File: src/rtl/rw_sched_pkg.sv
// Shared types and default sizing for the ReWire device scheduler.
package rw_sched_pkg;

  typedef enum logic [0:0] {
    S_DEVRST,
    S_RUN
  } state_e;

  localparam int unsigned NReqDef      = 4;
  localparam int unsigned RstCyclesDef = 2;
  localparam int unsigned CntWDef      = 16;
  localparam int unsigned IdWMax       = 4;

  // Generic response record; the scheduler sizes its own id field to ID_W.
  typedef struct packed {
    logic              data;
    logic [IdWMax-1:0] id;
    logic              last;
  } resp_t;

endpackage

File: src/rtl/rw_rr_arbiter.sv
// Combinational round-robin arbiter: first requester at or after ptr_i, circularly.
module rw_rr_arbiter
  import rw_sched_pkg::*;
#(
  parameter int unsigned N_REQ = NReqDef,
  parameter int unsigned ID_W  = $clog2(N_REQ)
) (
  input  logic [N_REQ-1:0] req_i,
  input  logic [ID_W-1:0]  ptr_i,
  input  logic             en_i,
  output logic [N_REQ-1:0] grant_o,
  output logic [ID_W-1:0]  idx_o,
  output logic             any_o
);

  logic            found;
  logic [ID_W-1:0] cand;

  always_comb begin
    grant_o = '0;
    idx_o   = '0;
    found   = 1'b0;
    cand    = '0;
    for (int i = 0; i < int'(N_REQ); i++) begin
      cand = ID_W'((int'(ptr_i) + i) % int'(N_REQ));
      if (!found && req_i[cand]) begin
        found = 1'b1;
        idx_o = cand;
      end
    end
    if (en_i && found) begin
      grant_o[idx_o] = 1'b1;
    end
  end

  assign any_o = |req_i;

endmodule

File: src/rtl/rw_dev_scheduler.sv
// Time-multiplexes one step-enabled ReWire device among N_REQ requesters with a
// single-entry registered response and automatic device re-reset on termination.
module rw_dev_scheduler
  import rw_sched_pkg::*;
#(
  parameter int unsigned N_REQ      = NReqDef,
  parameter int unsigned ID_W       = $clog2(N_REQ),
  parameter int unsigned RST_CYCLES = RstCyclesDef,
  parameter int unsigned CNT_W      = CntWDef
) (
  input  logic             clk_i,
  input  logic             rst_i,
  input  logic [N_REQ-1:0] req_valid_i,
  input  logic [N_REQ-1:0] req_data_i,
  output logic [N_REQ-1:0] req_ready_o,
  output logic             dev_in_o,
  output logic             dev_step_o,
  output logic             dev_rst_o,
  input  logic             dev_out_i,
  input  logic             dev_continue_i,
  output logic             resp_valid_o,
  input  logic             resp_ready_i,
  output logic             resp_data_o,
  output logic [ID_W-1:0]  resp_id_o,
  output logic             resp_last_o,
  output logic [CNT_W-1:0] step_count_o
);

  localparam int unsigned RcW = (RST_CYCLES > 1) ? $clog2(RST_CYCLES) : 1;

  typedef struct packed {
    logic            data;
    logic [ID_W-1:0] id;
    logic            last;
  } resp_reg_t;

  state_e           state_q, state_d;
  logic [RcW-1:0]   rst_cnt_q, rst_cnt_d;
  logic [ID_W-1:0]  rr_ptr_q, rr_ptr_d;
  resp_reg_t        resp_q, resp_d;
  logic             resp_valid_q, resp_valid_d;
  logic [CNT_W-1:0] cnt_q, cnt_d;

  logic             run_ok;
  logic             issue;
  logic [N_REQ-1:0] arb_grant;
  logic [ID_W-1:0]  arb_idx;
  logic             arb_any;

  // run_ok excludes req_valid so the arbiter enable never depends on its own output.
  assign run_ok = (state_q == S_RUN) && (!resp_valid_q || resp_ready_i);
  assign issue  = run_ok && arb_any;

  rw_rr_arbiter #(
    .N_REQ(N_REQ),
    .ID_W (ID_W)
  ) u_arb (
    .req_i  (req_valid_i),
    .ptr_i  (rr_ptr_q),
    .en_i   (run_ok),
    .grant_o(arb_grant),
    .idx_o  (arb_idx),
    .any_o  (arb_any)
  );

  always_comb begin
    state_d      = state_q;
    rst_cnt_d    = rst_cnt_q;
    rr_ptr_d     = rr_ptr_q;
    resp_d       = resp_q;
    resp_valid_d = resp_valid_q;
    cnt_d        = cnt_q;
    dev_rst_o    = 1'b0;
    dev_step_o   = 1'b0;
    dev_in_o     = 1'b0;
    req_ready_o  = '0;

    unique case (state_q)
      S_DEVRST: begin
        dev_rst_o = 1'b1;
        if (rst_cnt_q == RcW'(RST_CYCLES - 1)) begin
          state_d   = S_RUN;
          rst_cnt_d = '0;
        end else begin
          rst_cnt_d = rst_cnt_q + RcW'(1);
        end
      end
      S_RUN: ;
      default: state_d = S_DEVRST;
    endcase

    if (issue) begin
      req_ready_o  = arb_grant;
      dev_in_o     = req_data_i[arb_idx];
      dev_step_o   = 1'b1;
      resp_valid_d = 1'b1;
      resp_d.data  = dev_out_i;
      resp_d.id    = arb_idx;
      resp_d.last  = ~dev_continue_i;
      rr_ptr_d     = (arb_idx == ID_W'(N_REQ - 1)) ? '0 : arb_idx + ID_W'(1);
      cnt_d        = cnt_q + CNT_W'(1);
      if (!dev_continue_i) begin
        state_d   = S_DEVRST;
        rst_cnt_d = '0;
      end
    end else if (resp_ready_i) begin
      // A pending response may drain even while the device is being re-reset.
      resp_valid_d = 1'b0;
    end
  end

  always_ff @(posedge clk_i or posedge rst_i) begin
    if (rst_i) begin
      state_q      <= S_DEVRST;
      rst_cnt_q    <= '0;
      rr_ptr_q     <= '0;
      resp_q       <= '0;
      resp_valid_q <= 1'b0;
      cnt_q        <= '0;
    end else begin
      state_q      <= state_d;
      rst_cnt_q    <= rst_cnt_d;
      rr_ptr_q     <= rr_ptr_d;
      resp_q       <= resp_d;
      resp_valid_q <= resp_valid_d;
      cnt_q        <= cnt_d;
    end
  end

  assign resp_valid_o = resp_valid_q;
  assign resp_data_o  = resp_q.data;
  assign resp_id_o    = resp_q.id;
  assign resp_last_o  = resp_q.last;
  assign step_count_o = cnt_q;

endmodule

File: config.mk
export PLATFORM = sky130hd
export DESIGN_NAME = rw_dev_scheduler
export DESIGN_NICKNAME = d
export VERILOG_FILES = /design/src/rtl/rw_sched_pkg.sv /design/src/rtl/rw_rr_arbiter.sv /design/src/rtl/rw_dev_scheduler.sv
export SDC_FILE = /design/constraint.sdc
export NUM_CORES = 1
export LEC_CHECK = 0
export CAP_MARGIN = 20
export CORE_UTILIZATION = 25
export CTS_BUF_LIST = sky130_fd_sc_hd__clkbuf_4 sky130_fd_sc_hd__clkbuf_8
export CTS_CLUSTER_DIAMETER = 200
export CTS_CLUSTER_SIZE = 16
export DETAILED_ROUTE_END_ITERATION = 12
export PLACE_DENSITY_LB_ADDON = 0.08
export SLEW_MARGIN = 20
export SYNTH_ARGS = -nofsm -noshare
export SYNTH_HDL_FRONTEND = slang
export SYNTH_HIERARCHICAL = 1
export SYNTH_SLANG_ARGS = --single-unit
File: constraint.sdc
create_clock -name clk_i -period 5.35 [get_ports clk_i]
set_input_delay 1.07 -clock clk_i [delete_from_list [all_inputs] [get_ports clk_i]]
set_output_delay 1.07 -clock clk_i [all_outputs]
set_load 0.05 [all_outputs]
==> results of run 1 <==
worst max-delay path: stages:
cell and delay, ns:
clkdlybuf4s50_1 0.51, nand2b_1 0.12, a21oi_1 0.08, a211oi_2 0.19, buf_4 0.18, mux4_2 0.49
and2_1 0.16, clkdlybuf4s50_1 0.69
per-stage QoR:
stage / power (W) / hold WS, ns / area, um^2 / utilization / instances
floorplan: 0.000665 / 0.477 / 1280 / - / 123
global placement: 0.000829 / 0.460 / 1770 / 0.366 / 230
detailed placement: 0.000838 / 0.469 / 1770 / 0.366 / 230
CTS: 0.000956 / 0.482 / 1810 / 0.376 / 234
global route: 0.00101 / 0.511 / 1840 / 0.382 / 235
finish: 0.000941 / 0.479 / 1840 / 0.382 / 235
area by class of cell:
class / instances / area [um^2]
fill: 519 / 2980
sequential: 25 / 626
multi-input combinational: 88 / 611
timing repair buffer: 43 / 443
tap: 67 / 83.8
clock buffer: 3 / 41.3
inverter: 8 / 30.0
clock inverter: 1 / 5.00
sequential cells by signal (all words and copies together) (netlist names):
signal,flops
resp_id_o,2
resp_valid_o,1
state_q,1
resp_data_o,1
resp_last_o,1
rr_ptr_q,2
rst_cnt_q,1
step_count_o,16
path summary, 6_finish.rpt:
path / from / to / slack (ns) / cells past startpoint
max: req_valid_i[1] / dev_in_o / 0.79 / 8
min: step_count_o[15]$_DFFE_PP0P_ / step_count_o[15]$_DFFE_PP0P_ / 0.48 / 1
max reg2reg: rr_ptr_q[1]$_DFFE_PP0P_ / rr_ptr_q[1]$_DFFE_PP0P_ / 3.70 / 6
min reg2reg: step_count_o[15]$_DFFE_PP0P_ / step_count_o[15]$_DFFE_PP0P_ / 0.48 / 1
max in group asynchronous: rst_i / state_q$_DFF_PP0_ / 3.98 / 3
min in group asynchronous: rst_i / resp_id_o[0]$_DFFE_PP0P_ / 1.01 / 2
layer usage:
layer	vias to the layer above	GRT usage	part of all wire	wire, um
met5	-	0	0	0
met4	0	0.0256	0.0054	15
li1	504	-	-	-
met1	479	0.154	0.49	1360
met3	2	0.0329	0.038	105
met2	24	0.188	0.47	1320
cells in the mapped netlist:
cell type / n
nand2_2: 1
nor2_1: 6
ha_1: 3
a21oi_1: 3
xor2_1: 3
a211oi_2: 1
and4_4: 2
mux4_2: 1
and2_1: 5
nor3b_1: 2
dfrtp_1: 25
nand4_1: 3
inv_1: 8
and3_1: 1
a21o_1: 1
nor3b_2: 1
o31ai_1: 1
nand2_1: 23
and4_1: 1
nand3_2: 1
nand2b_1: 3
nand3_1: 6
xnor2_1: 12
nor2b_4: 1
nor4_4: 2
o22ai_1: 1
buf_2: 2
nor3_2: 1
nor3_1: 3
logic make-up after synthesis:
family	synth area share
adders and majority gates	0.0294
AOI/OAI and AO/OA	0.0382
and+or+nand+nor	0.290
muxes	0.0176
xor gates and xnor gates	0.103
buffers and inverters	0.0314
DFF	0.490
power groups by stage:
stage | Clock [W] | Sequential (W) | Combinational [W]
after floorplan | 0 | 0.000441 | 0.000224
final | 0.000111 | 0.000300 | 0.000530
after global placement | 0 | 0.000301 | 0.000528
after global routing | 0.000127 | 0.000309 | 0.000572
after CTS | 0.000119 | 0.000301 | 0.000535
after detailed placement | 0 | 0.000304 | 0.000534
==> reports/metrics.yaml, run 1 <==
status:
  status: "complete, no violations"
layout:
  layout_commonest_cell: "clkdlybuf4s50_1"
  drive_gt1_frac: 0.107
  diodes: 0
  syn2layout_area_growth_pct: 44.1
  layout_common_cells: "clkdlybuf4s50_1, dfrtp_1, nand2_1, xnor2_1, inv_1"
  final_nets: 185
route:
  routed-via-count: 1009
  drt_pre_antenna_iters: 5
  drc_errors: 0
  routed_wl_um: 2800
  ant_nets: 0
  wl_per_cell_um: 11.9
  avgViaCountPerCell: 4.29
  drt_iter0_drc: 44
clock_tree:
  cts_tree: "built"
  clk_latency_ns: 0.27
  hold_buffers: 0
  clk_pin_slew_worst_paths_ns: 0.09
  clock-root-buffer: "clkbuf_8"
  cts_setup_buffers: 0
  cts_max_level: 1
  cts_buffers: 3
  cts.repair.resized: 0
  clock-sinks: 25
  cts_buffer_depth: 2
sta:
  setup_viol: 0
  grt_setup_unrepaired: "false"
  finalMaxSlewViolations: 0
  tightest_slew_ns: 0.514
  relSlewSlack: 0.656
  min_period_ns: 4.56
  fin_crit_sh: 0.853
  finalSetupTns_ns: 0
  max_freq_mhz: 219
  setup_slack_ns: 0.785
  hold_viol: 0
  skew_ns: 0.00893
yosys:
  yosysUniqueCellTypes: 29
  ys_warn_count: 6
  postSynthCellCount: 123
  syn_area_mm2: 0.00128
  yosysTopAreaCell: "dfrtp_1"
  synth_seq_area_share: 0.490
  synth.area.top_cells: "dfrtp_1, xnor2_1, nand2_1"
  syn_nets: 139
  synth.avg_cell_area_um2: 10.4
  yosysTopAreaCellShare: 0.490
  ys_ff_latch: 25
die:
  coreArea_mm2: 0.00482
  start_util: 0.265
  die_x_um: 73.5
  ioPinCount: 41
  row_count: 25
  chipHeight_um: 73.5
  die_area_mm2: 0.00539
setup_path:
  critPathRequiredTime_ns: 4.28
  worst-path-max-fanout: 8
  crit_path_end_kind: "primary output"
  worstSetupPathType: "in -> out"
  arrival_ns: 3.49
  cp-start-kind: "input pin"
global_routing:
  grt_pass1_wl_um: 4760
  grt_pass1_vias: 1000
  track_usage: 0.116
  grt_max_degree: 26
  grt_overflow_total: 0
  antenna_found_initial: 0
placed_design:
  place_congestion: 0.730
  portBuffers: 40
  hpwl_um: 2160
  dp_worst_setup_slack_ns: 0.771
power:
  pwr-share-seq: 0.318
  clock_power_share: 0.118
  p_switching_w: 0.000455
  ir_worst_vdd_uv: 186
  p_int_w: 0.000486
  p_comb_frac: 0.563
  leakage_nw: 0.798
  power_density_mw_per_mm2: 512
  p_sw_frac: 0.483
run:
  maxCapViolCount: 0
min_path:
  hold_class: "reg -> reg"
Power figures use the tool's default switching activity.
==> run 2, diff against run 1 <==
HOLD_SLACK_MARGIN = 0.03   (was unset)
==> results of run 2 <==
The final DEF is identical to that of run 1; final timing and power are the same.
